==> config.mk <==
export PLATFORM = sky130hd
export DESIGN_NAME = output_drain_scheduler
export DESIGN_NICKNAME = d
export VERILOG_FILES = /design/src/rtl/output_drain_scheduler_pkg.sv /design/src/rtl/output_drain_scheduler_fifo.sv /design/src/rtl/output_drain_scheduler.sv
export SDC_FILE = /design/constraint.sdc
export NUM_CORES = 1
export LEC_CHECK = 0
export CORE_MARGIN = 5
export CORE_UTILIZATION = 40
export DETAILED_ROUTE_END_ITERATION = 8
export PLACE_DENSITY_LB_ADDON = 0.15
export SLEW_MARGIN = 20
export SYNTH_ARGS = -nofsm -noshare
export SYNTH_HDL_FRONTEND = slang
export SYNTH_SLANG_ARGS = --single-unit
==> constraint.sdc <==
create_clock -name clk -period 19.05 [get_ports clk]
set_input_delay 1.905 -clock clk [delete_from_list [all_inputs] [get_ports clk]]
set_output_delay 1.905 -clock clk [all_outputs]
set_load 0.05 [all_outputs]
==> src/rtl/output_drain_scheduler_pkg.sv <==
// Shared types for the output drain scheduler: FSM states and the buffered packet layout.
// DATA_WIDTH/NB_PAR on the top module must match the package widths below.
package output_drain_scheduler_pkg;

  localparam int ODS_DATA_WIDTH = 32;
  localparam int ODS_NB_PAR     = 3;
  localparam int ODS_COORD_W    = 32;

  typedef enum logic {
    IDLE = 1'b0,
    EMIT = 1'b1
  } drain_state_t;

  typedef struct packed {
    logic [ODS_COORD_W-1:0]               x;
    logic [ODS_COORD_W-1:0]               y;
    logic [ODS_COORD_W-1:0]               ch;
    logic [ODS_NB_PAR*ODS_DATA_WIDTH-1:0] data;
  } packet_t;

  localparam int PACKET_W = $bits(packet_t);

endpackage

==> src/rtl/output_drain_scheduler_fifo.sv <==
// Synchronous packet FIFO with flush; head entry is visible combinationally on rdata_o.
// A pop at full frees the slot so a simultaneous push is accepted.
module packet_fifo #(
  parameter int WIDTH = 8,
  parameter int DEPTH = 4,
  localparam int PW = $clog2(DEPTH),
  localparam int CW = $clog2(DEPTH) + 1
) (
  input  logic             clk,
  input  logic             arst_n_in,
  input  logic             clear_i,
  input  logic             push_i,
  input  logic             pop_i,
  input  logic [WIDTH-1:0] wdata_i,
  output logic [WIDTH-1:0] rdata_o,
  output logic             full_o,
  output logic             empty_o,
  output logic [CW-1:0]    count_o
);

  logic [WIDTH-1:0] mem_q [DEPTH];
  logic [PW-1:0]    wr_q, wr_d, rd_q, rd_d;
  logic [CW-1:0]    cnt_q, cnt_d;
  logic             push_ok, pop_ok;

  assign full_o  = (cnt_q == CW'(DEPTH));
  assign empty_o = (cnt_q == '0);
  assign count_o = cnt_q;
  assign rdata_o = mem_q[rd_q];

  assign pop_ok  = pop_i && !empty_o && !clear_i;
  assign push_ok = push_i && (!full_o || pop_ok) && !clear_i;

  always_comb begin
    wr_d  = wr_q;
    rd_d  = rd_q;
    cnt_d = cnt_q + CW'(push_ok) - CW'(pop_ok);
    if (push_ok) wr_d = wr_q + 1'b1;
    if (pop_ok)  rd_d = rd_q + 1'b1;
    if (clear_i) begin
      wr_d  = '0;
      rd_d  = '0;
      cnt_d = '0;
    end
  end

  always_ff @(posedge clk or negedge arst_n_in) begin
    if (!arst_n_in) begin
      wr_q  <= '0;
      rd_q  <= '0;
      cnt_q <= '0;
    end else begin
      wr_q  <= wr_d;
      rd_q  <= rd_d;
      cnt_q <= cnt_d;
    end
  end

  // Storage carries no reset; occupancy is tracked by the pointers alone.
  always_ff @(posedge clk) begin
    if (push_ok) mem_q[wr_q] <= wdata_i;
  end

endmodule

==> src/rtl/output_drain_scheduler.sv <==
// Buffers NB_PAR-wide result packets and serializes them one channel value per host handshake.
// Raises stall one slot before full so a single in-flight packet is never lost.
module output_drain_scheduler
  import output_drain_scheduler_pkg::*;
#(
  parameter int DATA_WIDTH = ODS_DATA_WIDTH,
  parameter int NB_PAR     = ODS_NB_PAR,
  parameter int FIFO_DEPTH = 4
) (
  input  logic                         clk,
  input  logic                         arst_n_in,
  input  logic                         clear,
  input  logic                         in_valid,
  input  logic [31:0]                  in_x,
  input  logic [31:0]                  in_y,
  input  logic [31:0]                  in_ch,
  input  logic [NB_PAR*DATA_WIDTH-1:0] in_data,
  output logic                         stall,
  output logic                         host_valid,
  input  logic                         host_ready,
  output logic [DATA_WIDTH-1:0]        host_data,
  output logic [31:0]                  host_x,
  output logic [31:0]                  host_y,
  output logic [31:0]                  host_ch,
  output logic                         overflow,
  output logic                         busy
);

  localparam int CW    = $clog2(FIFO_DEPTH) + 1;
  localparam int IDX_W = (NB_PAR > 1) ? $clog2(NB_PAR) : 1;

  drain_state_t     state_q, state_d;
  logic [IDX_W-1:0] idx_q, idx_d;
  packet_t          pkt_q, pkt_d;
  logic             overflow_q, overflow_d;

  packet_t          in_pkt, head_pkt;
  logic             fifo_full, fifo_empty, pop;
  logic [CW-1:0]    fifo_count;
  logic             hs, last;

  assign in_pkt.x    = in_x;
  assign in_pkt.y    = in_y;
  assign in_pkt.ch   = in_ch;
  assign in_pkt.data = in_data;

  packet_fifo #(
    .WIDTH (PACKET_W),
    .DEPTH (FIFO_DEPTH)
  ) u_fifo (
    .clk       (clk),
    .arst_n_in (arst_n_in),
    .clear_i   (clear),
    .push_i    (in_valid),
    .pop_i     (pop),
    .wdata_i   (in_pkt),
    .rdata_o   (head_pkt),
    .full_o    (fifo_full),
    .empty_o   (fifo_empty),
    .count_o   (fifo_count)
  );

  assign host_valid = (state_q == EMIT);
  assign hs         = host_valid && host_ready;
  assign last       = (idx_q == IDX_W'(NB_PAR - 1));

  always_comb begin
    state_d    = state_q;
    idx_d      = idx_q;
    pkt_d      = pkt_q;
    pop        = 1'b0;
    overflow_d = overflow_q;
    case (state_q)
      IDLE: begin
        if (!fifo_empty) begin
          pop     = 1'b1;
          pkt_d   = head_pkt;
          idx_d   = '0;
          state_d = EMIT;
        end
      end
      EMIT: begin
        if (hs) begin
          if (!last) begin
            idx_d = idx_q + 1'b1;
          end else if (!fifo_empty) begin
            // Next packet loaded on the same edge as the last transfer: no bubble.
            pop   = 1'b1;
            pkt_d = head_pkt;
            idx_d = '0;
          end else begin
            state_d = IDLE;
          end
        end
      end
      default: state_d = IDLE;
    endcase
    if (in_valid && fifo_full && !pop) overflow_d = 1'b1;
    if (clear) begin
      state_d    = IDLE;
      idx_d      = '0;
      pop        = 1'b0;
      overflow_d = 1'b0;
    end
  end

  always_ff @(posedge clk or negedge arst_n_in) begin
    if (!arst_n_in) begin
      state_q    <= IDLE;
      idx_q      <= '0;
      pkt_q      <= '0;
      overflow_q <= 1'b0;
    end else begin
      state_q    <= state_d;
      idx_q      <= idx_d;
      pkt_q      <= pkt_d;
      overflow_q <= overflow_d;
    end
  end

  always_comb begin
    host_data = '0;
    for (int k = 0; k < NB_PAR; k++) begin
      if (idx_q == IDX_W'(k)) host_data = pkt_q.data[k*DATA_WIDTH +: DATA_WIDTH];
    end
  end

  assign host_x   = pkt_q.x;
  assign host_y   = pkt_q.y;
  assign host_ch  = pkt_q.ch + 32'(idx_q);
  assign overflow = overflow_q;
  assign stall    = (fifo_count >= CW'(FIFO_DEPTH - 1));
  assign busy     = !fifo_empty || (state_q != IDLE);

endmodule

==> results.md, run 1 <==
* Drt via density at 5.056
* Largest family of logic cells by synthesized area: multiplexers
* CTS tree: yes
* Pins over their slew limit at 0
* Clk Latency, worst-skew pair at between 0.6 and 0.7 ns
* WL final at about 83000 um
* CP endpoint kind: output port
* Setup Viol. Count Final at 0
* PortBufs at around 330
* Async S/R FF share, synth at about a fifth
* Nets at 2284
* Worst path bufs/invs at 3
* Ys flop type: edfxtp_1
* Iteration-0 DRC Markers at between 1000 and 1500
* Layout cell share with drive strength beyond 1 at a little over a quarter
* Mux share of post-synthesis cell area at around 18%
* Final instance area at about 0.045 sq mm
* All-Layer GR Usage at between 15 and 20%
* CP Launch Type: flip-flop
* Largest net degree at the start of global routing at 66
* Synth cell types at between 40 and 50
* Core Footprint at 0.09305 sq mm
* HPWL Detailed at roughly 51000 um
* Crit path required time at about 17 ns
* Die area at 0.09968 sq mm
* Number of enable flip-flop cells after synthesis at about 770
* Antenna violations before repair at 12
* Rows at approximately 110
* Critical path class: flip-flop to output port
* Vias in the first global route at around 18000
* PostCTS Resize Cnt at 0
* Peak supply drop at roughly 0.08 mV
* Clock Sink Count at about 1000
* Register area share after synthesis at 75.28%
* Top delay family on crit path: buffers and inverters
* Clk buf depth at 3
* DRC viols at 0
* Status: finished, final reports clean
* Post-synthesis cell area at roughly 0.037 sq mm
* Synth Area in Compound Gates at less than 1%
* FF-to-FF setup slack at between 10 and 15 ns
* CTS Root Cell: clkbuf_16
* Simple-Gate Fraction of Synth Area at ~1.7%
* Leak at between 10 and 15 nW
* Critical path's largest stage delay at 0.82 ns
* DR WL/cell at 24.34 um
* Post-CTS Repair Setup Buffers at 0
* Slew margin rel. at 32.15%
* Arr. time, crit path at between 4 and 5 ns
* Final period utilization at around a third
* TritonRoute pass-1 iters at 4
* Max_cap viols at 0
* Grt ovf at 0
* CP max FO at 40
* PwrDens at ~160 mW/mm^2
* DIE HEIGHT at about 320 um
* Syn Nets at a little under 2000
* Tightest Hold Check Type: flip-flop to flip-flop
* Clock buffer count from CTS at ~100
* Setup TNS Final at 0 ns
* Final Hold Viols at 0
* Cell Chain, Critical Path: buf_4 > ha_1 > inv_1 > fa_1 > nand4b_1 > nor2_1 > nand4_1 > xnor2_1 > clkdlybuf4s50_1
* H-tree depth at 3
* Starting density of the core at around two fifths
* Placed standard-cell area at 0.04148 sq mm
* Final Wtd Congestion at about 0.73
* Slowest cell on the critical path: clkdlybuf4s50_1
* Tightest Pin Transition at 1.018 ns
* Flop and latch count out of synthesis at 971
* FMAX at about 0.15 GHz
* Cts hold-fix bufs at 0
* Fin crit period at 6.478 ns
* Post-Synth Adder-Cell Area at less than 1%
* Die Width at roughly 320 um
* RSZ-0062 raised after global routing: no
* Vias after detailed routing at about 17000
* Syn_area_per_cell at ~21 sq um
* First-pass GRT wire length at between 100000 and 150000 um
* Worst Skew at approximately 0.019 ns
* Area grow syn2layout at 20.84%
* Xor and xnor area share after synthesis at less than 1%
* Yosys Warn Count at 0
* Cells after Synth at roughly 1800
* Top Ports at between 300 and 400
* Clock Pin Slew Worst Setup and Hold Paths at around 0.06 ns
* Routed Antenna Nets at 0
-- sequential cells by signal, summed over array words and instances (netlist names) --
name,count
host_y,32
u_fifo.mem_q,768
u_fifo.count_o,3
overflow,1
u_fifo.rd_q,2
host_valid,1
pkt_q,128
idx_q,2
host_x,32
u_fifo.wr_q,2
-- path summary, 6_finish.rpt --
kind	start	endpoint	cells after the start
setup / recovery	idx_q[0]$_DFFE_PN0P_	host_ch[30]	9
hold / removal	pkt_q[88]$_DFFE_PN0P_	pkt_q[88]$_DFFE_PN0P_	1
setup reg to reg	idx_q[0]$_DFFE_PN0P_	u_fifo.mem_q[2][81]$_DFFE_PP_	7
hold reg to reg	pkt_q[88]$_DFFE_PN0P_	pkt_q[88]$_DFFE_PN0P_	1
max in group asynchronous	arst_n_in	u_fifo.rd_q[0]$_DFFE_PN0P_	3
min in group asynchronous	arst_n_in	host_y[9]$_DFFE_PN0P_	1
-- cell type report --
class | count | area, sq um
Fill cell | 7736 | 47870
Sequential cell | 971 | 28150
Multi-Input combinational cell | 627 | 8199
Timing Repair Buffer | 359 | 3541
Clock buffer | 147 | 2945
Tap cell | 1254 | 1569
Clock inverter | 51 | 710.7
Inverter | 13 | 48.80
Antenna cell | 5 | 12.51
-- cells in the final DEF, fill, tap and decap left out, types with 3 or more instances in the layout --
master,n
edfxtp_1,768
clkdlybuf4s50_1,327
dfrtp_1,200
mux4_2,192
mux2_2,180
clkbuf_16,105
nand2_1,46
o21ai_0,37
mux2i_1,33
buf_4,30
xnor2_1,28
clkbuf_1,26
clkinv_2,19
nor2_1,16
bufinv_16,16
clkbuf_8,16
nand3_1,15
inv_1,13
nand4_1,11
mux2_4,10
ha_1,9
a21oi_1,7
clkinv_1,7
diode_2,5
nor3_1,5
xor2_1,5
and3_1,4
nor2b_1,4
and2_4,4
clkinv_8,4
and4_1,3
-- cells by family (layout without fill, tap and decap cells) --
| family | Yosys count | count (layout) |
|---|---|---|
| multiplexers | 415 | 415 |
| other | 0 | 5 |
| XOR/XNOR | 33 | 33 |
| flip-flops | 971 | 971 |
| AO/OA/AOI/OAI | 47 | 47 |
| AND/OR/NAND/NOR | 121 | 121 |
| buffers and inverters | 155 | 570 |
| adder cells (fa/ha/maj) | 11 | 11 |
-- through the flow --
| stage | cells | hold slack [ns] | worst slack, ns | power [W] | utilization [%] |
|---|---|---|---|---|---|
| after global routing | 3422 | 0.5123 | 12.22 | 0.007314 | 48.54 |
| after global placement | 3223 | 0.4898 | 12.85 | 0.004959 | 44.58 |
| final | 3427 | 0.5049 | 12.57 | 0.007006 | 48.55 |
| after floorplan | 1753 | 0.4799 | 11.56 | 0.004428 | - |
| after CTS | 3421 | 0.5082 | 12.42 | 0.007117 | 48.51 |
| after detailed placement | 3223 | 0.4953 | 12.77 | 0.004987 | 44.58 |
-- cells in the mapped netlist, types with 15 or more instances --
master	instances	share of area, %
nand3_1	15	0.20
dfrtp_1	203	14
nor2_1	17	0.17
nand2_1	46	0.46
mux4_2	192	12
edfxtp_1	768	62
buf_6	22	0.66
o21ai_0	37	0.50
mux2_2	180	5.4
buf_4	72	1.4
buf_2	19	0.25
clkbuf_1	22	0.22
mux2i_1	33	0.88
xnor2_1	28	0.66
-- per-layer routing --
layer	track usage, %	vias up	share of wire [%]
li1	-	7609	-
met1	21.17	9247	41
met2	28.81	337	52
met3	3.762	123	5.0
met4	4.710	12	2.2
met5	0	-	0.10
-- worst register-to-register path: cells and delay by family, from the launching register on --
family        cells  cell delay [ns]
simple gates      4             1.66
buf+inv           3             2.03
flops             1             0.38
-- where the power goes --
| group | switching, W | leakage, nW | internal (W) |
|---|---|---|---|
| Sequential | 0.000198 | 9.36 | 0.00260 |
| Combinational | 0.00119 | 3.79 | 0.000914 |
| Clock | 0.000810 | 1.79 | 0.00130 |
Note: power is estimated with default switching activity, not from simulation.
==> run 2, diff against run 1 <==
- clock period: 19.05 -> 6.05 ns (I/O delays scaled with it)
==> results.md, run 2 (synthesis gave the netlist of run 1 again) <==
* PortBufs at 328 (unchanged)
* Clock buffer count from CTS at 103 (-0.96%)
* FMAX at 0.2229 GHz
* Antenna violations before repair at 18 (+6)
* R2R Path End: u_fifo.mem_q[2][98]$_DFFE_PP_
* WL final at 82740 um (-0.79%)
* Worst Skew at 0.01813 ns (-0.001247 ns)
* Clock Sink Count at 971 (unchanged)
* Top Ports at 329 (unchanged)
* Routed Antenna Nets at 0 (unchanged)
* Final Hold Viols at 0 (unchanged)
* Leading cell type in the layout, fill and taps excluded: edfxtp_1
* Slowest cell on the critical path: clkdlybuf4s50_1
* Pins over their slew limit at 0 (unchanged)
* Layout cell share with drive strength beyond 1 at 27.10% (-0.30 points)
* Hold path startpoint: host_y[1]$_DFFE_PN0P_
* Worst Reg-to-Reg Cells at 6 (-1)
* Hold EP: host_y[1]$_DFFE_PN0P_
* RSZ-0062 raised after global routing: no
* Largest net degree at the start of global routing at 149 (+130%)
* CP endpoint kind: output port
* Setup Viol. Count Final at 0 (unchanged)
* Tightest Hold Check Type: flip-flop to flip-flop
* Worst path bufs/invs at 2 (-1)
* Rows at 112 (unchanged)
* Setup TNS Final at 0 ns (unchanged)
* Register bank with the most flops: u_fifo.mem_q
* CP max FO at 36 (-10%)
* Internal power at 0.01504 W (+210%)
* Nets at 2277 (-0.31%)
* Critical path class: flip-flop to output port
* All-Layer GR Usage at 16.63% (about the same)
* H-tree depth at 3 (unchanged)
* DRC viols at 0 (unchanged)
* Area grow syn2layout at 20.91% (about the same)
* Biggest regs: u_fifo.mem_q: 768 flops, pkt_q: 128 flops
* HPWL Detailed at 47790 um (-6.3%)
* Peak supply drop at 0.5227 mV (+550%)
* CTS tree: yes
* DR WL/cell at 24.19 um (-0.62%)
* Clk buf depth at 3 (unchanged)
* Iteration-0 DRC Markers at 1004 (-4.4%)
* Max reg flops at 768 (unchanged)
* Tightest Pin Transition at 1.112 ns (+0.09431 ns)
* Final Wtd Congestion at 0.7141 (-2.8%)
* Most frequent cells in the layout: 768 x edfxtp_1, 327 x clkdlybuf4s50_1, 199 x dfrtp_1
* Vias after detailed routing at 17350 (+0.13%)
* Part of the power in registers at 40.0% (about the same)
* Cell total after placement at 3217 (-0.19%)
* Final period utilization at 74.15%
* DIE HEIGHT at 315.7 um (unchanged)
* Clock Power Share at 29.7% (-0.4 points)
* Sw Share at 31.64% (+0.31 points)
* Grt ovf at 0 (unchanged)
* Worst Hold Path Cells at 1 (unchanged)
* CTS Root Cell: clkbuf_16
* Top delay family on crit path: buffers and inverters
* Critical path's largest stage delay at 0.83 ns (about the same)
* Crit path required time at 5.44 ns (-11.70 ns)
* Status: finished, final reports clean
* RR Startpoint: idx_q[0]$_DFFE_PN0P_
* Total of fill cells in the finished design at 7780 (+0.57%)
* Cell Chain, Critical Path: buf_4 > ha_1 > a21oi_1 > nor4_4 > nand3_1 > xnor2_1 > clkdlybuf4s50_1
* Gate power share at 30.2% (+0.2 points)
* Worst hold slack at 0.5037 ns (-0.001152 ns)
* Die Width at 315.7 um (unchanged)
* Fin cells at 3421 (-0.18%)
* Cts hold-fix bufs at 1 (+1)
* TritonRoute pass-1 iters at 5 (+1)
* Slew margin rel. at 25.86% (-6.3 points)
* Max_cap viols at 0 (unchanged)
* FF-to-FF setup slack at 2.34 ns (-12.11 ns)
* Clock Pin Slew Worst Setup and Hold Paths at 0.06 ns (about the same)
* Fin crit period at roughly 4.5 ns
* Die area at 0.09968 sq mm (unchanged)
* Leak at 14.93 nW (-0.17%)
* PwrDens at 486.6 mW/mm^2 (+210%)
* Starting density of the core at 40.18% (unchanged)
* Total power at 0.02200 W (+210%)
* Sw power at 0.006958 W (+220%)
* Core Footprint at 0.09305 sq mm (unchanged)
* PostCTS Resize Cnt at 0 (unchanged)
* First-pass GRT wire length at 123900 um (+0.26%)
* Drt via density at 5.072 (+0.30%)
* Clk Latency, worst-skew pair at 0.67 ns (about the same)
* Vias in the first global route at 18820 (+1.8%)
* Post-CTS Repair Setup Buffers at 0 (unchanged)
* CP Launch Type: flip-flop
* Arr. time, crit path at 3.88 ns (-0.69 ns)
[run 2: changes by cell type in the layout (fill, tap and decap cells not counted), sizes merged]
cell         previous run  this run
bufinv                 16        13
clkbuf                147       141
buf                    32        25
inv                    16        19
clkinvlp                2         1
clkinv                 30        34
dlygate4sd3             0         1
diode                   5         8
[run 2: how the worst max path moves through the flow]
stage	startpoint	end	slack (ns)	cells after the start
global placement	host_ready	u_fifo.mem_q[3][117]$_DFFE_PP_	2.09	6
CTS	idx_q[1]$_DFFE_PN0P_	host_ch[19]	1.36	7
detailed placement	host_ready	u_fifo.mem_q[3][125]$_DFFE_PP_	2.07	6
finish	idx_q[1]$_DFFE_PN0P_	host_ch[19]	1.56	7
floorplan	host_valid$_DFF_PN0_	u_fifo.mem_q[0][0]$_DFFE_PP_	1.90	4
global route	pkt_q[96]$_DFFE_PN0P_	host_ch[16]	1.32	8
[run 2: cell type report]
class | count | area (sq um) | area share (%)
sequential | 971 | 28150 | 62.28
multi-input combinational | 627 | 8199 | 18.14
clock buffer | 141 | 2933 | 6.488
timing repair buffer | 353 | 3641 | 8.055
inverter | 13 | 48.80 | 0.1079
tap | 1254 | 1569 | 3.471
clock inverter | 54 | 640.6 | 1.417
antenna | 8 | 20.02 | 0.04429
[run 2: power groups by stage]
stage / clock [W] / combinational (W) / sequential [W]
finish: 0.00654 / 0.00665 / 0.00881
global route: 0.00702 / 0.00705 / 0.00893
CTS: 0.00673 / 0.00681 / 0.00883
detailed placement: 0 / 0.00679 / 0.00896
global placement: 0 / 0.00674 / 0.00893
floorplan: 0 / 0.00522 / 0.00869
[run 2: per-stage QoR]
step	cell area, sq um	util (%)	worst slack (ns)
2_1_floorplan	37390	-	1.905
5_1_grt	45190	48.57	1.320
6_report	45200	48.58	1.564
4_1_cts	45180	48.56	1.363
3_3_place_gp	41600	44.71	2.094
3_5_place_dp	41600	44.71	2.072
[run 2: worst reg2reg max path, stage by stage (launching register included)]
cell and delay [ns]:
dfrtp_2 0.40, buf_4 0.38, nand3b_4 0.33, and4_1 0.25
nor3_1 0.66, and2_4 0.76, buf_12 0.45
[run 2: per-layer routing]
layer	share of wire [%]	vias up	track usage [%]	routed length, um
met5	0.086	-	0	71
met4	1.9	10	4.509	1545
met3	4.8	114	3.598	3953
met2	52	354	28.74	42870
met1	41	9239	21.48	34300
li1	-	7633	-	-
